## config.mk

```make
export PLATFORM = sky130hd
export DESIGN_NAME = audio_i2s_tx
export DESIGN_NICKNAME = d
export VERILOG_FILES = /design/src/rtl/audio_i2s_tx.sv
export SDC_FILE = /design/constraint.sdc
export NUM_CORES = 1
export LEC_CHECK = 0
export CAP_MARGIN = 20
export CELL_PAD_IN_SITES_DETAIL_PLACEMENT = 1
export CELL_PAD_IN_SITES_GLOBAL_PLACEMENT = 1
export CORE_MARGIN = 2
export CORE_UTILIZATION = 45
export CTS_CLUSTER_SIZE = 14
export DETAILED_ROUTE_END_ITERATION = 12
export PLACE_DENSITY_LB_ADDON = 0.1
export RECOVER_POWER = 25
export SYNTH_ARGS = -nofsm -noshare
export SYNTH_HDL_FRONTEND = slang
export SYNTH_SLANG_ARGS = --single-unit
```

## constraint.sdc

```tcl
create_clock -name clk -period 2.8 [get_ports clk]
set_input_delay 0.42 -clock clk [delete_from_list [all_inputs] [get_ports clk]]
set_output_delay 0.42 -clock clk [all_outputs]
set_load 0.02 [all_outputs]
```

## src/rtl/audio_i2s_tx.sv

```systemverilog
// Philips I2S transmitter: captures one stereo pair per frame, applies a
// frame-stepped soft-mute ramp and shifts the pair out MSB first.
module audio_i2s_tx #(
  parameter int unsigned IW        = 16,
  parameter int unsigned BCLK_HALF = 17
) (
  input  logic          clk,
  input  logic          reset_n,
  input  logic [IW-1:0] snd_l_in,
  input  logic [IW-1:0] snd_r_in,
  input  logic          mute,
  output logic          i2s_bclk,
  output logic          i2s_lrck,
  output logic          i2s_sdata,
  output logic          frame_start,
  output logic          muted
);

  localparam int unsigned FW = 2 * IW;
  localparam int unsigned BW = $clog2(FW);
  localparam int unsigned CW = (BCLK_HALF > 1) ? $clog2(BCLK_HALF) : 1;
  localparam int unsigned AW = $clog2(IW + 1);

  typedef enum logic [1:0] {
    ST_PLAY,
    ST_DOWN,
    ST_MUTED,
    ST_UP
  } state_t;

  logic [CW-1:0] bclk_cnt;
  logic [BW-1:0] bit_cnt;
  logic [FW-1:0] sreg;
  logic [AW-1:0] atten;
  state_t        state;

  logic          bclk_tc_c;
  logic          bclk_fall_c;
  logic [BW-1:0] bit_nxt_c;
  logic          frame_edge_c;
  logic [AW-1:0] atten_dn_c;
  logic [AW-1:0] atten_up_c;
  logic [AW-1:0] atten_nxt_c;
  state_t        state_nxt_c;

  // Arithmetic attenuation; full attenuation forces a true zero.
  function automatic logic [IW-1:0] att(input logic [IW-1:0] x, input logic [AW-1:0] a);
    logic signed [IW-1:0] s;
    s = signed'(x);
    if (a >= AW'(IW)) begin
      return '0;
    end
    return IW'(s >>> a);
  endfunction

  assign bclk_tc_c    = (bclk_cnt == CW'(BCLK_HALF - 1));
  assign bclk_fall_c  = bclk_tc_c & i2s_bclk;
  assign bit_nxt_c    = (bit_cnt == BW'(FW - 1)) ? '0 : bit_cnt + BW'(1);
  assign frame_edge_c = bclk_fall_c && (bit_nxt_c == '0);
  assign atten_dn_c   = atten + AW'(1);
  assign atten_up_c   = atten - AW'(1);

  // Soft-mute ramp: one attenuation step per frame, reversible mid-ramp.
  always_comb begin
    atten_nxt_c = atten;
    state_nxt_c = state;
    case (state)
      ST_PLAY: begin
        if (mute) begin
          atten_nxt_c = atten_dn_c;
          state_nxt_c = (atten_dn_c == AW'(IW)) ? ST_MUTED : ST_DOWN;
        end
      end
      ST_MUTED: begin
        if (!mute) begin
          atten_nxt_c = atten_up_c;
          state_nxt_c = (atten_up_c == '0) ? ST_PLAY : ST_UP;
        end
      end
      default: begin
        if (mute) begin
          atten_nxt_c = atten_dn_c;
          state_nxt_c = (atten_dn_c == AW'(IW)) ? ST_MUTED : ST_DOWN;
        end else begin
          atten_nxt_c = atten_up_c;
          state_nxt_c = (atten_up_c == '0) ? ST_PLAY : ST_UP;
        end
      end
    endcase
  end

  // Bit clock, serialiser, frame capture and mute state; serial state moves
  // only on BCLK falling edges.
  always_ff @(posedge clk or negedge reset_n) begin
    if (!reset_n) begin
      bclk_cnt    <= '0;
      bit_cnt     <= BW'(FW - 1);
      sreg        <= '0;
      atten       <= AW'(IW);
      state       <= ST_MUTED;
      i2s_bclk    <= 1'b0;
      i2s_lrck    <= 1'b0;
      i2s_sdata   <= 1'b0;
      frame_start <= 1'b0;
      muted       <= 1'b1;
    end else begin
      if (bclk_tc_c) begin
        bclk_cnt <= '0;
        i2s_bclk <= ~i2s_bclk;
      end else begin
        bclk_cnt <= bclk_cnt + CW'(1);
      end
      frame_start <= frame_edge_c;
      if (bclk_fall_c) begin
        bit_cnt   <= bit_nxt_c;
        i2s_lrck  <= (bit_nxt_c >= BW'(IW));
        // At slot 0 the MSB is the previous frame's right LSB (one-bit delay).
        i2s_sdata <= sreg[FW-1];
        if (frame_edge_c) begin
          sreg  <= {att(snd_l_in, atten), att(snd_r_in, atten)};
          atten <= atten_nxt_c;
          state <= state_nxt_c;
          muted <= (atten_nxt_c == AW'(IW));
        end else begin
          sreg <= {sreg[FW-2:0], 1'b0};
        end
      end
    end
  end

endmodule

```

==> qor.txt <==
Final Hold Fails: 0
Filler Cells Inserted: 995
most area-consuming cells after synthesis: dfrtp_1 28%, mux4_2 13%, dfstp_2 5.2%, nand2_1 4.9%, o21ai_0 4.5%
worst-path cell chain: ha_1 > and3_1 > ha_1 > o41ai_4 > nand3_1 > inv_1 > buf_4 > a21oi_1 > a211oi_1
Post-synth EDFFs: 0
Mapped Avg Cell Area: 9.34 µm²
Comb pwr share: 0.123
Syn Nets: 482
H-tree Lvls: 2
CORE AREA: 8760 µm²
Peak supply drop: 0.000185 V
clock-pin slew of the registers on the worst-case setup and hold paths: 90 ps
Critical-path top delay cell: dfstp_2
Crit Path Max Fanout: 7
pin count of the biggest net entering global routing: 34
most common cell after layout, fill and taps aside: nand2_1
Internal Pwr Total: 1.17 mW
via count: 3541
Reg2Reg Depth: 9
initial antenna violation count: 0
Tcrit/Tclk final: 0.923
HPWL after DPL: 8820 µm
CTS Buf Count: 5
CP max stage delay: 570 ps
Routed WL: 11400 µm
CP arrival: 2800 ps
Via density: 6.13
# rows: 34
Fmax: 387 MHz
Sequential Power Share: 0.515
IO Count: 40
Nets: 514
pins over their slew limit: 0
clock skew: 11.1 ps
first-pass GRT wire length: 19200 µm
CTS root buf: clkbuf_8
ys flop type: dfrtp_1
area leader, netlist: dfrtp_1
placed inst area: 4590 µm²
Setup TNS Final: 0 ps
GRT overflow: 0
DR DRC count: 0
Clock Path Buffers: 2
detailed-route wire length per cell: 19.8 µm
Pre-antenna DRT Iters: 4
YS warnings: 0
Netlist cell types: 55
Horiz. Die Dim: 99.2 µm
PortBufs: 39
crit path capture type: register
post-synthesis register bit count: 54
Relative slew margins: 0.104
Post-Syn Area: 4080 µm²
max cap viols: 0
sequential area share after synthesis: 0.334
die area: 9850 µm²
CP Class: reg -> reg
fin area: 4710 µm²
min-delay worst type: in -> async
NetSw: 0.348 mW
ys async rst share: 1.00
Die H: 99.2 µm
synth-to-layout area growth: 15.5%
CTS tree: built
commonest non-fill, non-tap cells in the layout: 53 x nand2_1, 45 x dfrtp_1, 38 x clkdlybuf4s50_1
Routed Antenna Nets: 0
Skew-Pair Late Insertion Delay: 310 ps
outcome: finished, final reports clean
startpoint type of the worst setup path: register
Clock power frac: 0.362
Net Sw Frac: 0.230
layout cells sized above 1: 0.162
Inserted Diodes: 0
final-report setup violation count: 0
Pwr per Cell Area: 321 nW/µm²
Tot GR Track Use: 0.242
DRT iter0 DRCs: 173
Initial Util: 0.466
GPL Wtd Cong: 0.856
Tmin final: 2580 ps
Sink Count: 54
unrepaired setup endpoints after global routing: false
WP data required: 3010 ps
Least-Margin Pin Slew: 1340 ps
Most common cell on crit path: ha_1
Syn Inst Count: 437
vias in the first global route: 3630
Yosys top cell area share: 0.282
Leak: 1.89 nW
==> flip-flops by register name (all words and copies together), names as in the netlist <==
signal and flops:
atten 5, bclk_cnt 5, bit_cnt 5, frame_start 1
i2s_bclk 1, i2s_lrck 1, i2s_sdata 1, muted 1
sreg 32, state 2
==> cell type report <==
| class | instances | area [µm²] | share of cell area |
|---|---|---|---|
| tap | 108 | 135 | 0.0287 |
| timing repair buffer | 61 | 547 | 0.116 |
| multi-input combinational | 337 | 2520 | 0.534 |
| clock buffer | 7 | 86.3 | 0.0183 |
| inverter | 10 | 37.5 | 0.00796 |
| clock inverter | 1 | 30.0 | 0.00637 |
| sequential | 54 | 1360 | 0.289 |
==> critical path, delay by kind of cell, from the launching register on <==
kind | cells | cell delay, ps
AOI/OAI and AO/OA | 3 | 720
DFF | 1 | 570
adders and majority gates | 2 | 460
buffers and inverters | 2 | 430
and+or+nand+nor | 2 | 310
==> cell usage after synthesis (4+ instances only) <==
cell / count
nor2_1: 33
o22ai_1: 5
xor2_1: 4
xnor2_1: 6
ha_1: 10
dfstp_2: 8
nand2b_1: 7
nand3_1: 11
o21ai_0: 37
mux2_2: 8
buf_2: 7
mux4_2: 24
mux2i_1: 15
nor3_1: 4
dfrtp_1: 46
buf_1: 4
a31oi_1: 6
a22oi_1: 23
a21oi_1: 27
nand2_1: 53
a211oi_1: 8
inv_1: 8
clkbuf_1: 21
o211ai_1: 4
nor2b_1: 10
==> kinds of logic (layout without fill, tap and decap cells) <==
kind of cell	count (synthesis)	count (layout)	synth area share
buffers and inverters	46	79	0.0500
AND/OR/NAND/NOR	134	134	0.152
XOR/XNOR	10	10	0.0215
flip-flops	54	54	0.334
AO/OA/AOI/OAI	136	136	0.221
multiplexers	47	47	0.191
adder cells (fa/ha/maj)	10	10	0.0307
==> metal layers <==
layer / up-vias / track usage / part of all wire
met2: 70 / 0.391 / 0.47
li1: 1695 / - / -
met1: 1768 / 0.354 / 0.49
met4: 0 / 0.0474 / 0.0090
met3: 8 / 0.0309 / 0.031
met5: - / 0 / 0
==> final timing paths <==
check	start	end	slack, ps
max in group asynchronous	reset_n	bit_cnt[3]	870
worst min-delay path	reset_n	bclk_cnt[3]	390
worst max register to register	bit_cnt[0]	state[0]	220
worst max-delay path	bit_cnt[0]	state[0]	220
min in group clk	bit_cnt[4]	bit_cnt[4]	470
worst min register to register	bit_cnt[4]	bit_cnt[4]	470
==> power groups by stage <==
stage          Sequential [mW]  Clock (mW)  Combinational [mW]
5_1_grt                  0.780       0.588               0.203
2_1_floorplan            0.795           0              0.0810
3_5_place_dp             0.795           0               0.186
3_3_place_gp             0.795           0               0.182
4_1_cts                  0.780       0.558               0.187
6_report                 0.780       0.549               0.187
==> repair_timing <==
action                     CTS  global route
resized for setup            0             0
setup endpoints to repair    0             1
hold buffers                 0             0
buffers inserted             0             2
==> metrics by stage <==
stage,utilization,setup WS [ps],std cells,total power [mW],hold WS [ps]
2_1_floorplan,-,425,437,0.876,124
3_3_place_gp,0.523,295,568,0.977,446
3_5_place_dp,0.523,183,568,0.981,449
4_1_cts,0.537,163,576,1.53,112
5_1_grt,0.538,15.5,578,1.57,506
6_report,0.538,215,578,1.52,394
No activity file was read; power rests on OpenSTA's default activity.
